$ cat src/rtl/thread_sched_if.sv
// Scheduler bus: thread enables and stall pulses in, fetch slot and stage thread IDs out.
// The master drives enables/stalls; the scheduler is the slave.
interface thread_sched_if #(
    parameter int NUM_THREADS = 4,
    parameter int PIPE_DEPTH  = 3
);
    localparam int TID_W = (NUM_THREADS > 1) ? $clog2(NUM_THREADS) : 1;

    logic [NUM_THREADS-1:0]      thread_en;
    logic [NUM_THREADS-1:0]      stall_set;
    logic [NUM_THREADS-1:0]      stall_clr;
    logic                        fetch_valid;
    logic [TID_W-1:0]            fetch_tid;
    logic [PIPE_DEPTH-1:0]       stage_valid;
    logic [PIPE_DEPTH*TID_W-1:0] stage_tid;
    logic [NUM_THREADS-1:0]      stalled;

    modport master (
        output thread_en, stall_set, stall_clr,
        input  fetch_valid, fetch_tid, stage_valid, stage_tid, stalled
    );

    modport slave (
        input  thread_en, stall_set, stall_clr,
        output fetch_valid, fetch_tid, stage_valid, stage_tid, stalled
    );
endinterface

$ cat src/rtl/thread_sched.sv
// Barrel-thread scheduler: round-robin fetch selection over enabled, unstalled,
// not-in-flight threads, with a thread-ID delay line matching the pipeline stages.
module thread_sched #(
    parameter int NUM_THREADS = 4,
    parameter int PIPE_DEPTH  = 3
) (
    input  logic          clk,
    input  logic          rst,
    thread_sched_if.slave bus
);
    localparam int TID_W = (NUM_THREADS > 1) ? $clog2(NUM_THREADS) : 1;
    localparam logic [TID_W-1:0] LAST_TID_RST = TID_W'(NUM_THREADS - 1);

    logic [NUM_THREADS-1:0] stalled_q;
    logic [TID_W-1:0]       last_tid_q;
    logic                   fetch_valid_q;
    logic [TID_W-1:0]       fetch_tid_q;
    logic [PIPE_DEPTH-1:0]  stage_valid_q;
    logic [TID_W-1:0]       stage_tid_q [PIPE_DEPTH];

    logic [NUM_THREADS-1:0] inflight;
    logic [NUM_THREADS-1:0] eligible;
    logic                   sel_found;
    logic [TID_W-1:0]       sel_tid;

    // The last stage retires this cycle, so it does not block its thread.
    always_comb begin
        inflight = '0;
        for (int t = 0; t < NUM_THREADS; t++) begin
            if (fetch_valid_q && fetch_tid_q == TID_W'(t))
                inflight[t] = 1'b1;
            for (int s = 0; s < PIPE_DEPTH - 1; s++) begin
                if (stage_valid_q[s] && stage_tid_q[s] == TID_W'(t))
                    inflight[t] = 1'b1;
            end
        end
    end

    assign eligible = bus.thread_en & ~stalled_q & ~inflight;

    // Walk farthest-first so the nearest eligible thread after last_tid wins.
    always_comb begin
        int idx;
        sel_found = 1'b0;
        sel_tid   = last_tid_q;
        idx       = 0;
        for (int k = NUM_THREADS; k >= 1; k--) begin
            idx = int'(last_tid_q) + k;
            if (idx >= NUM_THREADS)
                idx = idx - NUM_THREADS;
            for (int t = 0; t < NUM_THREADS; t++) begin
                if (t == idx && eligible[t]) begin
                    sel_found = 1'b1;
                    sel_tid   = TID_W'(t);
                end
            end
        end
    end

    always_ff @(posedge clk or negedge rst) begin
        if (!rst) begin
            stalled_q     <= '0;
            last_tid_q    <= LAST_TID_RST;
            fetch_valid_q <= 1'b0;
            fetch_tid_q   <= '0;
            stage_valid_q <= '0;
            for (int s = 0; s < PIPE_DEPTH; s++)
                stage_tid_q[s] <= '0;
        end else begin
            stalled_q     <= (stalled_q & ~bus.stall_clr) | bus.stall_set;
            fetch_valid_q <= sel_found;
            if (sel_found) begin
                fetch_tid_q <= sel_tid;
                last_tid_q  <= sel_tid;
            end
            stage_valid_q[0] <= fetch_valid_q;
            stage_tid_q[0]   <= fetch_tid_q;
            for (int s = 1; s < PIPE_DEPTH; s++) begin
                stage_valid_q[s] <= stage_valid_q[s-1];
                stage_tid_q[s]   <= stage_tid_q[s-1];
            end
        end
    end

    always_comb begin
        bus.stage_tid = '0;
        for (int s = 0; s < PIPE_DEPTH; s++)
            bus.stage_tid[s*TID_W +: TID_W] = stage_tid_q[s];
    end

    assign bus.fetch_valid = fetch_valid_q;
    assign bus.fetch_tid   = fetch_tid_q;
    assign bus.stage_valid = stage_valid_q;
    assign bus.stalled     = stalled_q;
endmodule

$ cat src/flat_wrapper.sv
// flat-port wrapper written by rule: the top's interface ports become plain ports
module thread_sched_flat 
#(
    parameter int NUM_THREADS = 4,
    parameter int PIPE_DEPTH  = 3
)
  (clk, rst, bus_thread_en, bus_stall_set, bus_stall_clr, bus_fetch_valid, bus_fetch_tid, bus_stage_valid, bus_stage_tid, bus_stalled);
  thread_sched_if #(.NUM_THREADS(NUM_THREADS), .PIPE_DEPTH(PIPE_DEPTH)) bus_i ();
  input  logic clk;
  input  logic rst;
  input wire logic [$bits(bus_i.thread_en)-1:0] bus_thread_en;
  input wire logic [$bits(bus_i.stall_set)-1:0] bus_stall_set;
  input wire logic [$bits(bus_i.stall_clr)-1:0] bus_stall_clr;
  output wire logic [$bits(bus_i.fetch_valid)-1:0] bus_fetch_valid;
  output wire logic [$bits(bus_i.fetch_tid)-1:0] bus_fetch_tid;
  output wire logic [$bits(bus_i.stage_valid)-1:0] bus_stage_valid;
  output wire logic [$bits(bus_i.stage_tid)-1:0] bus_stage_tid;
  output wire logic [$bits(bus_i.stalled)-1:0] bus_stalled;
  assign bus_i.thread_en = bus_thread_en;
  assign bus_i.stall_set = bus_stall_set;
  assign bus_i.stall_clr = bus_stall_clr;
  assign bus_fetch_valid = bus_i.fetch_valid;
  assign bus_fetch_tid = bus_i.fetch_tid;
  assign bus_stage_valid = bus_i.stage_valid;
  assign bus_stage_tid = bus_i.stage_tid;
  assign bus_stalled = bus_i.stalled;
  thread_sched #(.NUM_THREADS(NUM_THREADS), .PIPE_DEPTH(PIPE_DEPTH)) u_core (.clk(clk), .rst(rst), .bus(bus_i));
endmodule
$ cat config.mk
export PLATFORM = sky130hd
export DESIGN_NAME = thread_sched_flat
export DESIGN_NICKNAME = d
export VERILOG_FILES = /design/src/rtl/thread_sched_if.sv /design/src/rtl/thread_sched.sv /design/src/flat_wrapper.sv
export SDC_FILE = /design/constraint.sdc
export NUM_CORES = 1
export LEC_CHECK = 0
export CAP_MARGIN = 20
export CORE_ASPECT_RATIO = 0.7
export CORE_MARGIN = 5
export CORE_UTILIZATION = 30
export CTS_CLUSTER_DIAMETER = 40
export CTS_CLUSTER_SIZE = 20
export DETAILED_ROUTE_END_ITERATION = 16
export PLACE_DENSITY = 0.67
export SYNTH_ARGS = -nofsm -noshare
export SYNTH_HDL_FRONTEND = slang
export SYNTH_SLANG_ARGS = --single-unit
$ cat constraint.sdc
create_clock -name clk -period 3.9 [get_ports clk]
set_input_delay 0.78 -clock clk [delete_from_list [all_inputs] [get_ports clk]]
set_output_delay 0.78 -clock clk [all_outputs]
set_load 0.05 [all_outputs]
## Word-level counts from Yosys, hierarchy flattened

Cells that the tools add are included.

- Register bits after elaboration: 18
- Bits of input ports: 14
- Output and inout port bits: 16

- Add/subtract/negate cells: 8
- Order comparisons: 4
- Equality and inequality tests: 21
- Muxes and demuxes: 48
- Bitwise gates (word level): 7
- Reductions and logical operators: 35

Operator list:

| kind | number |
|---|---|
| $eq 3x32->1 const A | 8 |
| $eq 2x32->1 const A | 4 |
| $ge 32x4->1 const B | 4 |
| $logic_not 32->1 | 4 |
| $mux 32 | 4 |
| $sub 32x4->32 const B | 4 |
| $mux 2 | 16 |
| $logic_and 1x1->1 | 28 |
| $mux 1 | 28 |
| $and 4x4->4 | 3 |
| $eq 2x2->1 const B | 6 |
| $not 4->4 | 3 |
| $add 2x2->3 const B | 2 |
| $eq 2x1->1 const B | 3 |
| $logic_not 2->1 | 3 |
| $add 2x3->4 const B | 1 |
| $or 4x4->4 | 1 |
| $add 2x1->3 const B | 1 |

## Depth between registers and ports, before layout

- Word-level depth: 24
- Mapped depth: 5

## Worst setup path before layout

No wires, ideal clock.

- Path type: register -> register
- From: register u_core.fetch_valid_q (netlist: u_core.bus.fetch_valid)
- To: register u_core.fetch_tid_q[1] (netlist: u_core.bus.fetch_tid[1])
- Setup time: 125 ps
- Data arrival time: 1845 ps
- Path slack: 1930 ps
- Stages on the path, launching flop included: 6
- Path buffers: 0
- Period minus slack after synthesis: 1970 ps
- Path through: dfrtp_1 nor3b_1 or4_4 a2bb2oi_2 mux2i_2 mux2_4

- Cells in the longest elaborated chain, start to end: 23
- Elaborated cells between the ends (all ways): 66

RTL lines:

| what | line | text |
|---|---|---|
| start, declared | thread_sched.sv:16 | `logic fetch_valid_q;` |
| start signal, assigned | thread_sched.sv:71 | `fetch_valid_q <= sel_found;` |
| $logic_and 1x1->1 | thread_sched.sv:30 | `if (fetch_valid_q && fetch_tid_q == TID_W'(t))` |
| $mux 1 | thread_sched.sv:30 |  |
| $mux 1 (2 in series) | thread_sched.sv:33 | `if (stage_valid_q[s] && stage_tid_q[s] == TID_W'(t))` |
| $not 4->4 * | thread_sched.sv:39 | `assign eligible = bus.thread_en & ~stalled_q & ~inflight;` |
| $and 4x4->4 * | thread_sched.sv:39 |  |
| $logic_and 1x1->1 | thread_sched.sv:52 | `if (t == idx && eligible[t]) begin` |
| $mux 2 or $mux 1 (tied branches) (16 in series) | thread_sched.sv:52 |  |
| end signal, assigned | thread_sched.sv:73 | `fetch_tid_q <= sel_tid;` |
| end, declared | thread_sched.sv:17 | `logic [TID_W-1:0] fetch_tid_q;` |

Every way passes the cells marked *; elsewhere a longest branch is shown, timed or not.
A chain may end at the register's enable or synchronous reset.

## Final worst setup path

- From: register u_core.fetch_tid_q[1] (netlist: u_core.bus.fetch_tid[1])
- To: output port bus_fetch_tid[1]

RTL lines:

| what | line | text |
|---|---|---|
| end, declared | flat_wrapper.sv:15 | `output wire logic [$bits(bus_i.fetch_tid)-1:0] bus_fetch_tid;` |

No word-level cell between the ends.

==> impl_metrics.sql <==
INSERT INTO impl_metrics (metric_group, metric, value, unit) VALUES
('logic_synthesis', 'yosys.area.top_type_share', '53.7', '%'),
('logic_synthesis', 'synth.yosys.warnings', '0', ''),
('route', 'route.vias.total', '630', ''),
('cells_and_area', 'final_net_count', '108', ''),
('die', 'floorplan.initialDensity', '30.8', '%'),
('worst_setup_path', 'setup.worst_path.end_class', 'output pin', ''),
('cts', 'post-cts-setup-buffers', '0', ''),
('route', 'ant_nets', '0', ''),
('timing', 'layout_min_cycle_time', '2.41', 'ns'),
('route', 'wirelength_met1', '783', 'um'),
('die', 'io_pins', '30', ''),
('power_and_ir_drop', 'total_leakage_power', '0.453', 'nW'),
('route', 'detail_route.vias_per_cell', '4.96', ''),
('worst_setup_path', 'setup.worst_path.start', 'u_core.bus.fetch_tid[1]$_DFFE_PN0P_', ''),
('worst_hold_path', 'worst_hold_startpoint', 'u_core.bus.stage_tid[3]$_DFF_PN0_', ''),
('cts', 'clock_tree.htree_level_count', '1', ''),
('route', 'detail_route.wirelength', '1.81', 'mm'),
('power_and_ir_drop', 'vdd_drop_max', '262', 'uV'),
('route', 'met2_wirelength', '808', 'um'),
('timing', 'max-slew-margin-rel', '46.6', '%'),
('cts', 'cts-buffers-inserted', '3', ''),
('cells_and_area', 'layout_common_cells', 'sky130_fd_sc_hd__clkdlybuf4s50_1 (29), sky130_fd_sc_hd__dfrtp_1 (16), sky130_fd_sc_hd__nand3b_1 (6)', ''),
('global_routing', 'largest_net_degree_at_the_start_of_global_routing', '19', ''),
('power_and_ir_drop', 'power_per_cell_area', '845', 'nW/um2'),
('cells_and_area', 'commonest_non_fill_non_tap_cell_in_the_layout', 'sky130_fd_sc_hd__clkdlybuf4s50_1', ''),
('logic_synthesis', 'syn-mean-instance-area', '12.4', 'um2'),
('global_routing', 'grtUsageTotal', '10.8', '%'),
('timing', 'worst-slew-pin-transition', '0.798', 'ns'),
('logic_synthesis', 'postSynthCellCount', '60', ''),
('global_routing', 'grt_overflow', '0', ''),
('cells_and_area', 'utilization', '46.0', '%'),
('logic_synthesis', 'synth_fp_nets', '74', ''),
('worst_setup_path', 'critical-path-max-stage-delay', '0.85', 'ns'),
('timing', 'totalNegativeSetupSlack', '0', 'ns'),
('logic_synthesis', 'synth.yosys.seq_area_share', '60.7', '%'),
('logic_synthesis', 'synth_top_area_cell', 'sky130_fd_sc_hd__dfrtp_1', ''),
('timing', 'holdWs', '0.477', 'ns'),
('run_status', 'outcome', 'finished, final reports clean', ''),
('die', 'chipHeight', '51.7', 'um'),
('route', 'initialDrtViolationCount', '35', ''),
('logic_synthesis', 'post_synth_main_area_contributors', 'sky130_fd_sc_hd__dfrtp_1 (54%), sky130_fd_sc_hd__dfstp_2 (7.0%), sky130_fd_sc_hd__nand3b_1 (6.0%)', ''),
('die', 'die_x', '69.6', 'um'),
('cts', 'clock_insertion_delay_worst_skew', '0.30', 'ns'),
('timing', 'final.period_utilization', '61.7', '%'),
('timing', 'timing_max_transition_violations_final', '0', ''),
('timing', 'fmaxAchievable', '0.416', 'GHz'),
('route', 'avgRoutedWirePerCell', '14.2', 'um'),
('worst_setup_path', 'req_time_crit_path', '3.12', 'ns'),
('global_routing', 'grt_antenna_before_repair', '0', ''),
('worst_setup_path', 'rr_startpoint', 'u_core.bus.fetch_valid$_DFF_PN0_', ''),
('timing', 'report.final.setup_viol', '0', ''),
('placed_design', 'gp_routability_congestion', '0.871', ''),
('cts', 'reg_clk_slew_reported_paths', '0.11', 'ns'),
('worst_setup_path', 'crit_path_max_fanout', '7', ''),
('cells_and_area', 'fillers', '209', ''),
('worst_setup_path', 'crit_path_cell_trace', 'clkdlybuf4s50_1', ''),
('worst_hold_path', 'worst_hold_path_type', 'reg -> reg', ''),
('cts', 'cts_tree', 'yes', ''),
('cts', 'tritoncts_num_sinks', '18', ''),
('die', 'design.die.area', '3600', 'um2'),
('logic_synthesis', 'synth_cell_types', '21', ''),
('worst_setup_path', 'worstSetupPathType', 'reg -> out', ''),
('worst_setup_path', 'cp-start-kind', 'flop', ''),
('cells_and_area', 'antenna-diode-count', '0', ''),
('route', 'met3_length', '192', 'um'),
('worst_setup_path', 'cp_top_family', 'buffers and inverters', ''),
('worst_setup_path', 'worst_ep_arrival_time', '1.63', 'ns'),
('placed_design', 'placed_cells', '123', ''),
('run', 'drv_cap', '0', ''),
('die', 'placeableCoreArea', '2420', 'um2'),
('cells_and_area', 'layout-drive-gt1-share', '10.8', '%');
==> area by class of cell <==
cell class,instances,area [um2],share of cell area (%)
well taps,34,42.5,3.82
inverters,4,15.0,1.35
multi-input cells,38,278,24.9
clock buffers,4,36.3,3.25
repair buffers,29,290,26.0
flip-flops and latches,18,453,40.6
==> stage by stage <==
stage | total power, mW | cell area, um2
global placement | 0.822 | 1080
detailed placement | 0.830 | 1080
global route | 0.989 | 1110
CTS | 0.946 | 1110
floorplan | 0.651 | 746
finish | 0.942 | 1110
==> cell usage after synthesis (all sizes together) <==
cell	n
nand3	4
dfrtp	16
a2bb2oi	1
o221ai	1
mux2i	1
nor2b	4
nand4	4
a31oi	1
a21o	4
nor2	2
nand3b	6
inv	4
mux2	1
or4	1
o2bb2ai	1
nor3b	3
o31ai	1
nand2	1
dfstp	2
nand2b	1
nor4	1
==> flip-flops by register name, summed over array words and instances, names as in the netlist <==
| register | count |
|---|---|
| u_core.bus.stalled | 4 |
| u_core.bus.stage_tid | 6 |
| u_core.bus.fetch_valid | 1 |
| u_core.last_tid_q | 2 |
| u_core.bus.stage_valid | 3 |
| u_core.bus.fetch_tid | 2 |
==> worst paths after layout <==
check | cells after the start | endpoint | slack (ns)
setup / recovery | 1 | bus_fetch_tid[1] | 1.49
hold / removal | 0 | u_core.bus.stage_tid[5]$_DFF_PN0_ | 0.48
setup reg to reg | 5 | u_core.bus.fetch_tid[1]$_DFFE_PN0P_ | 2.06
hold reg to reg | 0 | u_core.bus.stage_tid[5]$_DFF_PN0_ | 0.48
max in group asynchronous | 1 | u_core.bus.stage_tid[0]$_DFF_PN0_ | 2.47
min in group asynchronous | 1 | u_core.bus.stage_valid[2]$_DFF_PN0_ | 0.94
==> cell families (layout without fill, tap and decap cells) <==
group | after synthesis | after routing | share of synthesized area (%)
mux | 2 | 2 | 3.86
simple gates | 27 | 27 | 23.2
buf+inv | 4 | 37 | 2.01
compound gates | 9 | 9 | 10.2
flops | 18 | 18 | 60.7
==> where the power goes <==
| group | switching [mW] | internal, mW | total, mW |
|---|---|---|---|
| clock network | 0.0595 | 0.0569 | 0.116 |
| registers | 0.0884 | 0.264 | 0.352 |
| logic | 0.295 | 0.178 | 0.473 |
==> metal layers <==
layer  vias up  global-route usage [%]
met3         4                    5.41
li1        286                       -
met2        39                    16.1
met4         0                    2.92
met5         -                       0
met1       301                    13.7
No activity file was read; power rests on OpenSTA's default activity.
